--- src/rtl/memory_lookup_pkg.sv ---
// Shared types and constants for the cache memory lookup reader.
package memory_lookup_pkg;

  typedef enum logic [1:0] {
    LK_IDLE,
    LK_SCAN,
    LK_RESP
  } lookup_state_t;

  localparam int unsigned STAT_W = 16;

endpackage

--- src/rtl/memory_lookup_stats.sv ---
// Saturating hit/miss counters for completed lookup responses.
// Only instantiated when MEMORY_LOOKUP_STATS_EN is defined.
module memory_lookup_stats
  import memory_lookup_pkg::*;
(
  input  logic              clk,
  input  logic              rst_n,
  input  logic              resp_fire,
  input  logic              resp_hit,
  output logic [STAT_W-1:0] hit_count,
  output logic [STAT_W-1:0] miss_count
);

  localparam logic [STAT_W-1:0] StatMax = '1;

  logic [STAT_W-1:0] hit_count_q, hit_count_d;
  logic [STAT_W-1:0] miss_count_q, miss_count_d;

  // Count one event per response handshake, holding at the maximum value.
  always_comb begin
    hit_count_d  = hit_count_q;
    miss_count_d = miss_count_q;
    if (resp_fire) begin
      if (resp_hit) begin
        if (hit_count_q != StatMax) hit_count_d = hit_count_q + 1'b1;
      end else begin
        if (miss_count_q != StatMax) miss_count_d = miss_count_q + 1'b1;
      end
    end
  end

  // Counter state.
  always_ff @(posedge clk or negedge rst_n) begin
    if (!rst_n) begin
      hit_count_q  <= '0;
      miss_count_q <= '0;
    end else begin
      hit_count_q  <= hit_count_d;
      miss_count_q <= miss_count_d;
    end
  end

  assign hit_count  = hit_count_q;
  assign miss_count = miss_count_q;

endmodule

--- src/rtl/memory_lookup_reader.sv ---
// Read side of the cache memory: accepts one key lookup, scans the register-array entries one per
// cycle (select_op tells the array which entry is being read) and returns hit/index/value over a
// valid/ready handshake. The response register stage adds one cycle between the scan decision and
// resp_valid. Optional statistics counters are enabled with MEMORY_LOOKUP_STATS_EN.
module memory_lookup_reader
  import memory_lookup_pkg::*;
#(
  parameter int unsigned NUM_ENTRIES = 8,
  parameter int unsigned KEY_W       = 32,
  parameter int unsigned VALUE_W     = 64
) (
  input  logic                           clk,
  input  logic                           rst_n,
  input  logic                           req_valid,
  output logic                           req_ready,
  input  logic [KEY_W-1:0]               req_key,
  input  logic [NUM_ENTRIES*KEY_W-1:0]   entry_keys,
  input  logic [NUM_ENTRIES*VALUE_W-1:0] entry_values,
  input  logic [NUM_ENTRIES-1:0]         entry_used,
  output logic [NUM_ENTRIES-1:0]         select_op,
  output logic                           resp_valid,
  input  logic                           resp_ready,
  output logic                           resp_hit,
  output logic [$clog2(NUM_ENTRIES)-1:0] resp_index,
  output logic [VALUE_W-1:0]             resp_value
`ifdef MEMORY_LOOKUP_STATS_EN
  ,
  output logic [STAT_W-1:0]              hit_count,
  output logic [STAT_W-1:0]              miss_count
`endif
);

  localparam int unsigned IdxW = (NUM_ENTRIES > 1) ? $clog2(NUM_ENTRIES) : 1;
  localparam logic [IdxW-1:0] LastIdx = IdxW'(NUM_ENTRIES - 1);

  lookup_state_t        state_q, state_d;
  logic [IdxW-1:0]      idx_q, idx_d;
  logic [KEY_W-1:0]     key_q, key_d;
  logic                 hit_q, hit_d;
  logic [IdxW-1:0]      index_q, index_d;
  logic [VALUE_W-1:0]   value_q, value_d;
  logic                 valid_q, valid_d;

  logic [KEY_W-1:0]     cur_key;
  logic [VALUE_W-1:0]   cur_value;
  logic                 cur_match;

  // Live compare against the entry currently selected.
  always_comb begin
    cur_key   = entry_keys[32'(idx_q)*KEY_W +: KEY_W];
    cur_value = entry_values[32'(idx_q)*VALUE_W +: VALUE_W];
    cur_match = entry_used[idx_q] && (cur_key == key_q);
  end

  // Next-state: accept, scan lowest index first, then hold the response until taken.
  always_comb begin
    state_d = state_q;
    idx_d   = idx_q;
    key_d   = key_q;
    hit_d   = hit_q;
    index_d = index_q;
    value_d = value_q;
    valid_d = valid_q;
    unique case (state_q)
      LK_IDLE: begin
        if (req_valid) begin
          state_d = LK_SCAN;
          key_d   = req_key;
          idx_d   = '0;
        end
      end
      LK_SCAN: begin
        if (cur_match) begin
          hit_d   = 1'b1;
          index_d = idx_q;
          value_d = cur_value;
          state_d = LK_RESP;
        end else if (idx_q == LastIdx) begin
          hit_d   = 1'b0;
          index_d = '0;
          value_d = '0;
          state_d = LK_RESP;
        end else begin
          idx_d = idx_q + 1'b1;
        end
      end
      LK_RESP: begin
        // First RESP cycle only arms the response register.
        if (!valid_q) begin
          valid_d = 1'b1;
        end else if (resp_ready) begin
          valid_d = 1'b0;
          state_d = LK_IDLE;
        end
      end
      default: state_d = LK_IDLE;
    endcase
  end

  // State and response registers; reset drops any lookup in flight.
  always_ff @(posedge clk or negedge rst_n) begin
    if (!rst_n) begin
      state_q <= LK_IDLE;
      idx_q   <= '0;
      key_q   <= '0;
      hit_q   <= 1'b0;
      index_q <= '0;
      value_q <= '0;
      valid_q <= 1'b0;
    end else begin
      state_q <= state_d;
      idx_q   <= idx_d;
      key_q   <= key_d;
      hit_q   <= hit_d;
      index_q <= index_d;
      value_q <= value_d;
      valid_q <= valid_d;
    end
  end

  assign req_ready  = (state_q == LK_IDLE);
  assign select_op  = (state_q == LK_SCAN) ? (NUM_ENTRIES'(1) << idx_q) : '0;
  assign resp_valid = valid_q;
  assign resp_hit   = hit_q;
  assign resp_index = index_q;
  assign resp_value = value_q;

`ifdef MEMORY_LOOKUP_STATS_EN
  memory_lookup_stats u_stats (
    .clk        (clk),
    .rst_n      (rst_n),
    .resp_fire  (valid_q & resp_ready),
    .resp_hit   (hit_q),
    .hit_count  (hit_count),
    .miss_count (miss_count)
  );
`endif

endmodule
--- config.mk ---
export PLATFORM = sky130hd
export DESIGN_NAME = memory_lookup_reader
export DESIGN_NICKNAME = d
export VERILOG_FILES = /design/src/rtl/memory_lookup_pkg.sv /design/src/rtl/memory_lookup_stats.sv /design/src/rtl/memory_lookup_reader.sv
export SDC_FILE = /design/constraint.sdc
export NUM_CORES = 1
export LEC_CHECK = 0
export ABC_AREA = 1
export ABC_CLOCK_PERIOD_IN_PS = 3300
export CAP_MARGIN = 10
export CORE_AREA = 2 2 348 350
export CTS_BUF_LIST = sky130_fd_sc_hd__clkbuf_8
export CTS_CLUSTER_DIAMETER = 150
export DETAILED_ROUTE_END_ITERATION = 7
export DIE_AREA = 0 0 350 352
export GPL_TIMING_DRIVEN = 0
export PLACE_DENSITY = 0.4
export SYNTH_ARGS = -nofsm -noshare
export SYNTH_HDL_FRONTEND = slang
export SYNTH_SLANG_ARGS = --single-unit
--- constraint.sdc ---
create_clock -name clk -period 3.3 [get_ports clk]
set_input_delay 0.66 -clock clk [delete_from_list [all_inputs] [get_ports clk]]
set_output_delay 0.66 -clock clk [all_outputs]
set_load 0.01 [all_outputs]
==> After elaboration in Yosys (flattened, before gate mapping) <==
Index checks and enable logic that the tools add are counted.
W data, S select, Z words.
{ "op_classes": {"n_addsub": 1, "order_cmp": 1, "n_eq_ne": 10, "shifts": 3, "muxes": 21, "n_reduce_logical": 8} }
{ "ops": {"columns": ["cell", "count"], "rows": [
  ["$shiftx A512 B10 Y64", 1],
  ["$shiftx A256 B9 Y32", 1],
  ["$mux W64", 2],
  ["$eq A32 B32 Y1", 1],
  ["$mux W3", 5],
  ["$mux W2", 5],
  ["$ne A2 B2 Y1 const B", 5],
  ["$mux W8", 1],
  ["$reduce_and A4 Y1", 2],
  ["$shl A1 B3 Y8 const A", 1],
  ["$pmux W2 S3", 1],
  ["$pmux W3 S2", 1],
  ["$mux W1", 5],
  ["$lt A3 B4 Y1 const B", 1],
  ["$reduce_and A2 Y1", 2],
  ["$reduce_bool A2 Y1", 2],
  ["$add A3 B1 Y3 const B", 1],
  ["$bmux W1 S3", 1],
  ["$eq A3 B3 Y1 const B", 1],
  ["$ne A3 B3 Y1 const B", 1],
  ["$eq A2 B1 Y1 const B", 1],
  ["$eq A2 B2 Y1 const B", 1],
  ["$logic_not A2 Y1", 1],
  ["$logic_and A1 B1 Y1", 1]
]} }
{ "totals": {"reg_bits": 106, "inputBits": 812, "output_inout_bits": 78, "word_cells": 51} }

==> Longest topological paths before layout <==
{ "depth": {"depth_word": 5, "depth_mapped": 21, "depth_no_buf": 17} }

==> Least setup slack after synthesis <==
No wires, ideal clock.
{ "synth_timing": {"path_kind": "reg-to-output", "startpoint": "register idx_q[1]", "endpoint": "output select_op[0]", "arrival_ns": 2.205, "required_ns": 2.640, "path_slack_ns": 0.435, "path_stages_with_launch": 10, "n_path_buf": 5, "cell_sequence": "dfrtp_1 > inv_1 > buf_2 > buf_2 > clkbuf_1 > clkbuf_1 > clkbuf_1 > ha_1 > inv_1 > nor3_1"} }
{ "synth_between": {"elab_chain_len": 2} }
{ "synth_rtl": {"columns": ["item", "line_no", "text"], "rows": [
  ["start, declared", "memory_lookup_reader.sv:37", "logic [IdxW-1:0] idx_q, idx_d;"],
  ["start signal, assigned", "memory_lookup_reader.sv:112", "idx_q <= idx_d;"],
  ["$shl A1 B3 Y8", "memory_lookup_reader.sv:122", "assign select_op = (state_q == LK_SCAN) ? (NUM_ENTRIES'(1) << idx_q) : '0;"],
  ["$mux W8", "memory_lookup_reader.sv:122", null],
  ["end, declared", "memory_lookup_reader.sv:20", "output logic [NUM_ENTRIES-1:0] select_op,"]
]} }
No other way between the ends.

==> Worst setup path in the final report <==
{ "layout_timing": {"startpoint": "register idx_q[1]", "endpoint": "register value_q[1], in the netlist resp_value[1]"} }
{ "layout_between": {"elab_chain_len": 5, "elab_cells_between_ends": 10, "cone_classes": "eq/ne (2); shift (2); mux (3); reduce/logical (3)"} }
{ "layout_rtl": {"columns": ["item", "line_no", "text"], "rows": [
  ["$shiftx A256 B9 Y32 / $bmux W1 S3 (equally long branches)", "memory_lookup_reader.sv:50, memory_lookup_reader.sv:52", null],
  ["$eq A32 B32 Y1 / $mux W1 (equally long branches)", "memory_lookup_reader.sv:52", "cur_match = entry_used[idx_q] && (cur_key == key_q);"],
  ["$logic_and A1 B1 Y1", "memory_lookup_reader.sv:52", null],
  ["$reduce_bool A2 Y1 (no line)", null, null],
  ["$reduce_and A2 Y1 (no line)", null, null],
  ["end signal, assigned", "memory_lookup_reader.sv:116", "value_q <= value_d;"],
  ["end, declared", "memory_lookup_reader.sv:41", "logic [VALUE_W-1:0] value_q, value_d;"]
]} }
Several ways; a longest one is shown, not always the timed one. The select of a mux whose other input is x is not followed.
A chain may end at the register's enable or synchronous reset.

==> results.md <==
- Leakage power: 10.8 nW
- Synthesized area per cell: 5.38 um2
- Vias/cell: 4.10
- Hold Violations, Final: 0
- Layout Skew: 0.0348 ns
- Max Used Layer: met5
- Io pins: 890
- Post-synthesis sequential area ratio: 21.4%
- Crit start category: register
- I/O Buffers: 889
- Tightest Hold Check Type: in -> async
- Core area: 119,000 um2
- Worst-Skew Late Latency: 0.50 ns
- Met3 routed WL: 9330 um
- Peak supply drop: 289 uV
- Root buffer cell: clkbuf_8
- DRC viols: 0
- Post-synth net total: 3,116
- Endpoints failing setup: 0
- Ys Warns: 0
- Pin count of the biggest net entering global routing: 69
- Dpl hpwl: 121,000 um
- CP Max Fanout: 10
- Total Routing Usage GR: 21.9%
- Status: finished clean
- Relative slew margins: 24.4%
- CP Data Required Time: 3.71 ns
- Drt wl/cell: 29.1 um
- Seq cells post-synth: 106
- Synth top cells by count: nand2_1 (868), nor2_1 (236), nand3_1 (224)
- Post-Synthesis Cells: 2,298
- Max-Cap Viols: 0
- Post-Route Utilization: 20.6%
- Largest cells by area after synthesis: nand2_1 (26%), dfrtp_1 (21%), nand3_1 (9.1%), nor2_1 (7.2%), o21ai_0 (6.8%)
- Worst Setup End Kind: register
- Post-route cell area: 24,500 um2
- Setup Crit Path Kind: reg -> reg
- Share of cells above drive strength 1: 5.70%
- H-tree depth: 3
- Reg clk slew, reported paths: 0.16 ns
- Setup TNS: 0 ns
- Most common cell in the netlist: nand2_1
- Synth async-reset ratio: 100%
- Post-synth EDFFs: 0
- RSZ-0062 raised after global routing: true
- Gr ovfl total: 0
- Antenna-violating nets left: 0
- Clk sink count: 106
- Minimum clock period: 3.22 ns
- Netlist Area Pre-Place: 12,400 um2
- FMAX: 311 MHz
- First-pass GRT wire length: 182,000 um
- Yosys top cell by area: nand2_1
- Area growth from synthesis to layout: 98.3%
- Area post-placement: 23,300 um2
- Max Root-Sink Buffers: 2
- Slew Viols, Final: 0
- Full die area: 123,000 um2
- Vias in the first global route: 20,100
- Synth top area share: 26.3%
- Met1 Routed Length: 51,600 um
- CTS tree: done
- Final worst-path cycle share: 97.5%
- Detailed-route via count: 19,900
- GPL Wtd Cong: 0.927
- Layout Cells excl Fill: 4,865
- Site Rows: 127
- CTS Hold Bufs: 0
- Distinct cells, synth: 27
- TritonRoute pass-1 iters: 6
- Initial antenna violation count: 75
- Placed cells: 4,800
- Layout Nets: 4,040
- Initial Util: 10.4%
- Filler Cells Inserted: 13,900
- Number of CTS-inserted buffers: 9
- Die Y: 352 um
- CP arrival: 3.62 ns
- P per Cell Area: 715 nW/um2
- Initial drt markers: 1,497
- Die Span X: 350 um
- WL met2: 76,000 um
- WL final: 142,000 um
- Top FF cell, synth: dfrtp_1
- Worst-Margin Slew: 1.13 ns
[report_power, final]
part | total [W] | switching (W) | internal [W]
clock network | 0.00104 | 0.000675 | 0.000367
registers | 0.00174 | 0.000216 | 0.00153
logic | 0.0148 | 0.0100 | 0.00472
total | 0.0175 | 0.0109 | 0.00661
[critical path, cell delays in order (launching register included)]
cell and delay, ns:
dfrtp_2 0.51, inv_2 0.11, buf_12 0.15, buf_12 0.12, clkbuf_16 0.17, buf_1 0.85, o21ai_0 0.32, o22ai_1 0.45
nand2_1 0.11, o21ai_0 0.16, nand2_1 0.10, nand2_1 0.07
[through the flow]
stage / worst slack (ns) / total power, W / hold WS [ns]
after global routing: -0.0120 / 0.0187 / 0.102
after detailed placement: -2.39 / 0.0157 / 0.478
after CTS: -0.0247 / 0.0174 / 0.0726
after floorplan: 0.435 / 0.00862 / 0.364
after global placement: -4.01 / 0.0158 / 0.480
final: 0.0830 / 0.0175 / 0.113
[placed cells by master, fill, tap and decap left out, types with 40 or more instances in the layout]
cell type        instances
clkdlybuf4s50_1        881
a32o_1                  52
dfrtp_1                104
nor2_1                 230
clkbuf_1                66
o21ai_0                168
a22oi_1                 40
a21oi_1                134
nand3_1                210
inv_1                  201
nand2_1                862
[layer usage]
layer	track usage [%]	up-vias
li1	-	9325
met1	23.2	9469
met2	42.2	903
met3	4.75	203
met4	6.91	38
met5	0	-
[sequential cells by signal (all words and copies together) (netlist names)]
name and flops:
idx_q 3, key_q 32, resp_hit 1, resp_index 3, resp_valid 1, resp_value 64
state_q 2
[logic make-up after synthesis]
kind of cell,share of synthesized area (%)
AND/OR/NAND/NOR,43.8
AO/OA/AOI/OAI,21.6
buffers and inverters,12.6
flip-flops,21.4
adder cells (fa/ha/maj),0.607
[layout make-up]
type | count | area (um2) | share of cell area [%]
Clock inverter | 7 | 87.6 | 0.357
Clock buffer | 9 | 124 | 0.505
Buffer | 176 | 1240 | 5.07
Antenna cell | 26 | 65.1 | 0.265
Tap cell | 1612 | 2020 | 8.22
Sequential cell | 106 | 2660 | 10.8
Timing Repair Buffer | 915 | 9210 | 37.6
Multi-Input combinational cell | 1806 | 8320 | 33.9
Inverter | 208 | 801 | 3.26
[worst paths after layout]
path                       slack, ns     startpoint  cells past startpoint              to
setup reg to reg                0.08       idx_q[1]                     11   resp_value[1]
setup / recovery                0.08       idx_q[1]                     11   resp_value[1]
min in group clk                0.51  resp_value[1]                      2   resp_value[1]
hold / removal                  0.11          rst_n                      1  resp_value[31]
hold reg to reg                 0.51  resp_value[1]                      2   resp_value[1]
max in group asynchronous       2.35          rst_n                      2        idx_q[0]
[repair_timing]
action | CTS | global route
resized for setup | 157 | 88
pin swaps | 5 | 11
gates cloned | 0 | 5
buffers inserted | 12 | 8
setup endpoints to repair | 80 | 73
No activity file was read; power rests on OpenSTA's default activity.
